$ cat config.mk
export PLATFORM = sky130hd
export DESIGN_NAME = tmpl_scan_ctrl
export DESIGN_NICKNAME = d
export VERILOG_FILES = /design/src/rtl/tmpl_scan_ctrl.sv
export SDC_FILE = /design/constraint.sdc
export NUM_CORES = 1
export LEC_CHECK = 0
export CORE_ASPECT_RATIO = 1.75
export CORE_MARGIN = 3
export CORE_UTILIZATION = 40
export DETAILED_ROUTE_END_ITERATION = 6
export PLACE_DENSITY_LB_ADDON = 0.05
export SYNTH_ARGS = -nofsm -noshare
export SYNTH_HDL_FRONTEND = slang
export SYNTH_SLANG_ARGS = --single-unit
$ cat constraint.sdc
create_clock -name iCLK -period 14.2 [get_ports iCLK]
set_input_delay 2.13 -clock iCLK [delete_from_list [all_inputs] [get_ports iCLK]]
set_output_delay 2.13 -clock iCLK [all_outputs]
set_load 0.01 [all_outputs]
$ cat src/rtl/tmpl_scan_ctrl.sv
// Template scan controller: walks a TMPL_DIM x TMPL_DIM grid of cell centres, fetches
// template and camera pixels, and accumulates their SAD. Optional macro: TMPL_BINARIZE_EN.
module tmpl_scan_ctrl #(
  parameter int HALVING  = 4,
  parameter int TMPL_DIM = 16,
  parameter int LAT      = 3
`ifdef TMPL_BINARIZE_EN
  ,
  parameter logic [9:0] THRESH = 10'd128
`endif
) (
  input  logic        iCLK,
  input  logic        iRST,
  input  logic        iSTART,
  input  logic [12:0] iX0,
  input  logic [12:0] iY0,
  output logic [12:0] oX,
  output logic [12:0] oY,
  input  logic [9:0]  iTVAL,
  output logic        oPIX_REQ,
  output logic [12:0] oPIX_X,
  output logic [12:0] oPIX_Y,
  input  logic        iPIX_VAL,
  input  logic [9:0]  iPIX,
  output logic        oBUSY,
  output logic [17:0] oSAD,
  output logic        oDONE
);

  typedef enum logic [2:0] {S_IDLE, S_ISSUE, S_WAIT, S_CMP, S_DONE} state_t;

  localparam int IDX_W  = (TMPL_DIM > 1) ? $clog2(TMPL_DIM) : 1;
  localparam int WAIT_W = (LAT > 1) ? $clog2(LAT) : 1;
  localparam logic [IDX_W-1:0]  IDX_MAX   = IDX_W'(TMPL_DIM - 1);
  localparam logic [WAIT_W-1:0] WAIT_INIT = WAIT_W'(LAT - 1);
  localparam logic [12:0]       HALF_CELL = 13'(1 << (HALVING - 1));

  function automatic logic [12:0] centre(input logic [IDX_W-1:0] idx);
    return (13'(idx) << HALVING) + HALF_CELL;
  endfunction

  state_t            r_state;
  logic [12:0]       r_x0, r_y0;
  logic [IDX_W-1:0]  r_col, r_row;
  logic [WAIT_W-1:0] r_wait;
  logic              r_pend;
  logic [9:0]        r_pix;
  logic [17:0]       r_acc;
  logic [12:0]       r_x, r_y, r_pix_x, r_pix_y;
  logic              r_pix_req, r_busy, r_done;
  logic [17:0]       r_sad;

  logic [IDX_W-1:0]  w_ncol, w_nrow;
  logic [12:0]       w_nx, w_ny;
  logic              w_last, w_fire;
  logic [9:0]        w_pix_sel, w_pix_eff, w_diff;
  logic [17:0]       w_acc_next;

  assign w_last = (r_col == IDX_MAX) && (r_row == IDX_MAX);
  assign w_ncol = (r_col == IDX_MAX) ? '0 : r_col + 1'b1;
  assign w_nrow = (r_col != IDX_MAX) ? r_row :
                  (r_row == IDX_MAX) ? '0 : r_row + 1'b1;
  assign w_nx   = centre(w_ncol);
  assign w_ny   = centre(w_nrow);

  // A pixel arriving in the same cycle as CMP is used directly instead of via the latch.
  assign w_fire    = (r_state == S_CMP) && (r_pend || iPIX_VAL);
  assign w_pix_sel = r_pend ? r_pix : iPIX;
`ifdef TMPL_BINARIZE_EN
  assign w_pix_eff = (w_pix_sel >= THRESH) ? 10'd255 : 10'd0;
`else
  assign w_pix_eff = w_pix_sel;
`endif
  assign w_diff     = (iTVAL >= w_pix_eff) ? (iTVAL - w_pix_eff) : (w_pix_eff - iTVAL);
  assign w_acc_next = r_acc + 18'(w_diff);

  always_ff @(posedge iCLK or posedge iRST) begin
    if (iRST) begin
      r_state   <= S_IDLE;
      r_x0      <= '0;
      r_y0      <= '0;
      r_col     <= '0;
      r_row     <= '0;
      r_wait    <= '0;
      r_pend    <= 1'b0;
      r_pix     <= '0;
      r_acc     <= '0;
      r_x       <= '0;
      r_y       <= '0;
      r_pix_x   <= '0;
      r_pix_y   <= '0;
      r_pix_req <= 1'b0;
      r_busy    <= 1'b0;
      r_sad     <= '0;
      r_done    <= 1'b0;
    end else begin
      // NOTE: pulse outputs default low here; a later non-blocking write in the case wins.
      r_pix_req <= 1'b0;
      r_done    <= 1'b0;
      case (r_state)
        S_IDLE: begin
          if (iSTART) begin
            r_x0      <= iX0;
            r_y0      <= iY0;
            r_acc     <= '0;
            r_col     <= '0;
            r_row     <= '0;
            r_pend    <= 1'b0;
            r_x       <= HALF_CELL;
            r_y       <= HALF_CELL;
            r_pix_x   <= iX0 + HALF_CELL;
            r_pix_y   <= iY0 + HALF_CELL;
            r_pix_req <= 1'b1;
            r_busy    <= 1'b1;
            r_state   <= S_ISSUE;
          end
        end
        S_ISSUE: begin
          r_wait  <= WAIT_INIT;
          r_state <= S_WAIT;
        end
        S_WAIT: begin
          if (iPIX_VAL && !r_pend) begin
            r_pix  <= iPIX;
            r_pend <= 1'b1;
          end
          if (r_wait == '0) r_state <= S_CMP;
          else              r_wait  <= r_wait - 1'b1;
        end
        S_CMP: begin
          if (w_fire) begin
            r_acc  <= w_acc_next;
            r_pend <= 1'b0;
            if (w_last) begin
              r_sad   <= w_acc_next;
              r_done  <= 1'b1;
              r_state <= S_DONE;
            end else begin
              r_col     <= w_ncol;
              r_row     <= w_nrow;
              r_x       <= w_nx;
              r_y       <= w_ny;
              r_pix_x   <= r_x0 + w_nx;
              r_pix_y   <= r_y0 + w_ny;
              r_pix_req <= 1'b1;
              r_state   <= S_ISSUE;
            end
          end
        end
        S_DONE: begin
          r_busy  <= 1'b0;
          r_state <= S_IDLE;
        end
        default: r_state <= S_IDLE;
      endcase
    end
  end

  assign oX       = r_x;
  assign oY       = r_y;
  assign oPIX_X   = r_pix_x;
  assign oPIX_Y   = r_pix_y;
  assign oPIX_REQ = r_pix_req;
  assign oBUSY    = r_busy;
  assign oSAD     = r_sad;
  assign oDONE    = r_done;

endmodule

* Word-level counts from Yosys, hierarchy flattened
Index checks and enable logic that the tools add are counted.
** Storage, ports and cells
- Register bits after elaboration :: 141
- Output and inout bits :: 73
** Cells by class
- Multiplexer cells :: 50
- Equal/unequal tests :: 13
- Reduce and logical (&&, ||, !) cells :: 20
- $add $sub $neg :: 12
- Magnitude comparators :: 1
** Operators with widths (number)
- $mux 13 :: 11
- $pmux 13 s2 :: 4
- $mux 18 :: 2
- $pmux 18 s2 :: 1
- $mux 4 :: 8
- $add 13x4->13 const B :: 2
- $add 13x9->13 :: 2
- $mux 10 :: 2
- $sub 10x10->10 :: 2
- $add 18x10->18 :: 1
- $add 8x4->9 const B :: 2
- $pmux 4 s2 :: 2
- $mux 3 :: 4
- $ne 2x2->1 const B :: 6
- $pmux 3 s4 :: 1
- $ge 10x10->1 :: 1
- $mux 1 :: 10
- $reduce_and 3->1 :: 3
- $add 4x1->4 const B :: 2
- $eq 4x4->1 const B :: 2
- $reduce_and 2->1 :: 4
- $reduce_and 4->1 :: 2
- $eq 3x2->1 const B :: 2
- $reduce_bool 2->1 :: 3
- 14 further kinds :: 17

* Longest topological paths before layout
- Depth in word-level cells :: 8
- Depth in mapped cells :: 21
- Depth with buffers taken out :: 18

* Worst setup path after synthesis
No wires, ideal clock.
- Kind :: input -> register
- Start point :: in iPIX[0]
- End point :: reg r_acc[17]
- Data required time :: 14069 ps
- Slack :: 8526 ps
- Stages :: 17
- Buffers on the path :: 1
- Arrival :: 5542 ps
- Path through :: mux2i_1 > inv_1 > ha_1 > inv_1 > fa_1 > nand3_1 > a31oi_1 > o41ai_4 > buf_6 > mux2_2 > ha_1 > a211oi_1 > o211ai_1 > a31oi_2 > and4bb_2 > a31oi_1 > o31ai_1
** On the way
- Longest elaborated chain between the ends :: 6
- Elaborated cells on any way between the ends :: 8
- Classes of those cells :: 3 x add/sub; 1 x order compare; 4 x mux
** Ends and longest elaborated chain
- from (decl) :: RTL line 24 : input logic [9:0] iPIX,
- $mux 10 (*) :: RTL line 68 : assign w_pix_sel = r_pend ? r_pix : iPIX;
- $sub 10x10->10 or $ge 10x10->1 (tied branches) :: RTL line 74 : assign w_diff = (iTVAL >= w_pix_eff) ? (iTVAL - w_pix_eff) : (w_pix_eff - iTVAL);
- $mux 10 (*) :: RTL line 74
- $add 18x10->18 (*) :: RTL line 75 : assign w_acc_next = r_acc + 18'(w_diff);
- $mux 18 (*) :: RTL line 131 : if (w_fire) begin
- $pmux 18 s2 (*) :: RTL line 100 : case (r_state)
- to (signal assigned) :: RTL line 132 : r_acc <= w_acc_next;
- to (decl) :: RTL line 48 : logic [17:0] r_acc;
Mark *: on every way between the ends. The rest lies on a longest branch, timed or not. The select of a mux whose other input is x is not followed.
A chain may end at the register's enable or synchronous reset.

* Final worst setup path
Same ends and word-level chain as after synthesis.

==> results.txt <==
The total count of hold-check failures in the final report came out at 0. The maximum number of buffers from clock root to sink is 2. The worst-case reg-to-reg path depth is 16. The via count of the first global-routing pass came to 6,142. The post-route netlist has about a tenth of its cells at a drive strength greater than 1.

Dividing the final minimum period by the clock period gives 44.59%. The flop-to-flop setup slack came out at 9.08 ns. The final antenna-violating net count came out at 0. The number of rows created at floorplan is 64.

The die covers ~0.02 sq mm. The number of hold buffers added after cts came out at 0. Along the worst hold path, the cell count comes to 2. The post-CTS setup-driven buffer insertion count came out at 0. The setup TNS is 0 ns. The net count of the finished layout is 970. The starting density of the core is just over 40%. The final routed wirelength across all metal layers came out at approximately 19,000 microns. Summed over all instances, the cell type with the most area after synthesis is sky130_fd_sc_hd__dfrtp_1.

The maximum fanout encountered on the critical timing path is 15. The number of distinct library cell variants in the gate-level netlist after synthesis came out at 62. The area share of the largest cell type after synthesis came out at about 40%. The power density normalized to cell area is between 200 and 250 mW/mm^2. The cell area after placement is between 0.008 and 0.009 sq mm. The flow ran to the end, and the final reports show no timing, DRC or antenna violations. The worst register-to-register path ends at r_acc[17]. The detailed-routing iteration count for the pre-antenna-repair pass came out at 5.

The latest clock arrival within the worst-skew pair came out at between 0.4 and 0.5 ns. Setup repair after global routing left no endpoint under its margin. The timing-limited maximum frequency came out at approximately 0.16 GHz.

The arrival time at the worst endpoint came out at about 6.6 ns. The number of antenna repair diodes came out at 0. Dividing the detail-routed wire length by the instance count gives between 15 and 20 microns. The required arrival time at the worst endpoint came out at 14.49 ns. The share of the core filled with cells in the final layout came out at approximately 51%. The number of buffers created by CTS came out at 17.

At the end of routability-driven placement, the weighted congestion stood at a little over 0.9. The H-tree was split into 4 levels. The path class of the tightest hold or removal check is reg2reg. Sorting the synthesized cells by area gives the leading types as sky130_fd_sc_hd__dfrtp_1 40%, sky130_fd_sc_hd__ha_1 7.2%, sky130_fd_sc_hd__mux2_2 5.7%.

The critical path is of the in2reg type. The worst ir drop on vdd came out at between 150 and 200 uV. The number of DRC violations after detailed routing came out at 0. The most common cell after layout, fill and taps aside is sky130_fd_sc_hd__dfrtp_1. The worst hold path begins at oPIX_Y[3]. The post-cts repair resize count is 0. After synthesis, the share of flip-flops with an asynchronous set or reset is between 90% and 100%.

The number of antenna violations at the first check in global routing is 0. The worst max-slew margin expressed relative to the limit is between 15 and 20%. After layout, the design draws a total of 2.211 mW. The sequential area share after synthesis came out at about two fifths.

Summed over all cells, the static leakage comes to a little over 4 nW. The total area inside the core boundary comes to 0.01770 sq mm. The number of slew-limit violations in the final report came to 0. The instance count after placement with tap cells included came out at ~1,100. The number of register bits inferred by synthesis came out at roughly 120.

The first global-routing pass estimated around 31,000 microns of wire. The finished layout holds roughly 1,100 standard cells, fillers aside. During synthesis, Yosys emitted a total of 0 warnings.

The number of violations reported at the end of detailed-routing iteration 0 is about 230. The via total after detailed routing is 5,925. The most frequently used flop master after synthesis is sky130_fd_sc_hd__dfrtp_1. The slew at the pin with the worst max-slew slack is ~1.3 ns.

The setup violation total in the final timing report is 0. The number of flops mapped to enable cells by yosys is 0. Clock-pin slew was measured on the worst setup and hold paths at ~0.05 ns. Dividing the detail-routed via count by the number of cells gives about 5.3. The startpoint type of the worst setup path is an input port.

The minimum clock period is around 6.3 ns. The number of primary I/O pins came out at ~120. The tree is rooted in a sky130_fd_sc_hd__clkbuf_16. The max-capacitance violation count is 0. The overall fraction of global-route tracks in use is ~20%. The count of mapped cells out of synthesis is approximately 780. After legalization and detailed placement, the total HPWL measured 14,240 microns. In the layout the commonest cells are 116 x sky130_fd_sc_hd__dfrtp_1, 106 x sky130_fd_sc_hd__clkdlybuf4s50_1, 103 x sky130_fd_sc_hd__nand2_1. A synthesized cell averages between 9 and 10 sq um. The layout filler cell count is 1,637. The quantity of I/O buffers inserted on ports came out at approximately 110. The largest net degree at the start of global routing came out at 70.

The path with the worst hold slack has its endpoint at oPIX_Y[3]. From synthesis to final layout, the design area changed by 24.90%. The clock tree from TritonCTS is built. The final standard cell area without fillers is just over 0.009 sq mm. The netlist area before placement came out at around 0.0073 sq mm. From bottom edge to top edge, the die measures roughly 180 microns. The worst register-to-register path begins at r_pend.

The worst clock skew on the final layout is around 0.0081 ns. The remaining global-route overflow came out at 0. The kind of end point of the critical path is a register. Clock tree synthesis found a total of around 120 sinks.

From left edge to right edge, the die measures between 100 and 150 microns.
==> routing by layer <==
metal  GRT usage [%]  share of wire [%]  up-vias
li1                -                  -     2889
met1           19.63                 37     2875
met2           38.83                 57      126
met3           3.856                3.3       35
met4           8.392                3.3        0
met5               0                  0        -
==> area by class of cell <==
class	count	area (sq um)	area share, %
Inverter	37	141.4	1.553
Clock buffer	23	488.0	5.359
Tap cell	231	289.0	3.174
Timing Repair Buffer	111	1099	12.06
Clock inverter	9	172.7	1.896
Multi-Input combinational cell	590	4014	44.08
Sequential cell	116	2903	31.88
==> state kept, by name, indices dropped and copies added, names as in the netlist, 2 cells and up <==
register,cells
r_x0,13
r_pix,10
oPIX_Y,13
r_col,4
r_wait,2
oPIX_X,13
r_state,3
r_acc,18
r_row,3
r_y0,13
oSAD,18
==> worst max-delay path: stages <==
cell and delay, ns:
sky130_fd_sc_hd__clkdlybuf4s50_1 0.47, sky130_fd_sc_hd__mux2i_1 0.09, sky130_fd_sc_hd__inv_1 0.09, sky130_fd_sc_hd__ha_1 0.16
sky130_fd_sc_hd__inv_1 0.06, sky130_fd_sc_hd__fa_1 0.39, sky130_fd_sc_hd__nand3_1 0.13, sky130_fd_sc_hd__a31oi_1 0.13
sky130_fd_sc_hd__o41ai_4 0.77, sky130_fd_sc_hd__mux2_2 0.45, sky130_fd_sc_hd__ha_1 0.30, sky130_fd_sc_hd__a211oi_1 0.28
sky130_fd_sc_hd__o211ai_1 0.20, sky130_fd_sc_hd__a31oi_2 0.38, sky130_fd_sc_hd__and4bb_2 0.31, sky130_fd_sc_hd__a31oi_1 0.19
sky130_fd_sc_hd__o31ai_1 0.10
==> kinds of logic after synthesis <==
kind of cell,after synthesis,synth area share (%)
other,1,0.05144
adder cells (fa/ha/maj),47,8.581
buffers and inverters,91,6.024
AND/OR/NAND/NOR,236,14.91
multiplexers,51,7.637
AO/OA/AOI/OAI,189,16.85
XOR/XNOR,51,6.127
flip-flops,116,39.81
==> how the worst max path moves through the flow <==
stage	slack, ns	cells past startpoint	to	startpoint
after global routing	7.52	19	r_acc[17]	iPIX[0]
after global placement	7.56	17	r_acc[17]	iPIX[0]
final	7.87	17	r_acc[17]	iPIX[0]
after floorplan	8.53	17	r_acc[17]	iPIX[0]
after detailed placement	7.47	17	r_acc[17]	iPIX[0]
after CTS	7.90	17	r_acc[17]	iPIX[0]
==> Yosys cell counts (3+ instances only) <==
| cell type | number |
|---|---|
| sky130_fd_sc_hd__or4_1 | 4 |
| sky130_fd_sc_hd__nand2_1 | 103 |
| sky130_fd_sc_hd__a211oi_1 | 6 |
| sky130_fd_sc_hd__dfrtp_1 | 116 |
| sky130_fd_sc_hd__o21a_1 | 6 |
| sky130_fd_sc_hd__nor2b_1 | 6 |
| sky130_fd_sc_hd__fa_1 | 5 |
| sky130_fd_sc_hd__nor2_1 | 52 |
| sky130_fd_sc_hd__nand3b_1 | 5 |
| sky130_fd_sc_hd__ha_1 | 42 |
| sky130_fd_sc_hd__o21ai_0 | 51 |
| sky130_fd_sc_hd__o21ai_1 | 7 |
| sky130_fd_sc_hd__a22o_1 | 12 |
| sky130_fd_sc_hd__clkbuf_1 | 18 |
| sky130_fd_sc_hd__o211ai_1 | 8 |
| sky130_fd_sc_hd__a22oi_1 | 4 |
| sky130_fd_sc_hd__mux2i_1 | 14 |
| sky130_fd_sc_hd__xor2_1 | 18 |
| sky130_fd_sc_hd__buf_4 | 17 |
| sky130_fd_sc_hd__o31ai_1 | 6 |
| sky130_fd_sc_hd__nor3_1 | 13 |
| sky130_fd_sc_hd__a21oi_1 | 38 |
| sky130_fd_sc_hd__buf_2 | 15 |
| sky130_fd_sc_hd__xnor2_1 | 33 |
| sky130_fd_sc_hd__and3_1 | 6 |
| sky130_fd_sc_hd__mux2_2 | 37 |
| sky130_fd_sc_hd__nor4_1 | 3 |
| sky130_fd_sc_hd__inv_1 | 35 |
| sky130_fd_sc_hd__a31oi_1 | 16 |
| sky130_fd_sc_hd__nand4_1 | 7 |
| sky130_fd_sc_hd__a21o_1 | 16 |
| sky130_fd_sc_hd__nand3_1 | 21 |
| sky130_fd_sc_hd__o31a_1 | 3 |
==> per-stage QoR <==
stage	hold slack [ns]	setup WS, ns
global placement	0.4561	7.564
CTS	0.4771	7.898
detailed placement	0.4647	7.471
floorplan	0.4563	8.526
global route	0.4975	7.517
finish	0.4771	7.868
==> where the power goes <==
| part | switching (mW) | internal (mW) |
|---|---|---|
| logic | 0.671 | 0.509 |
| registers | 0.0952 | 0.452 |
| clock network | 0.154 | 0.329 |
| total | 0.920 | 1.29 |
Note: power is estimated with default switching activity, not from simulation.
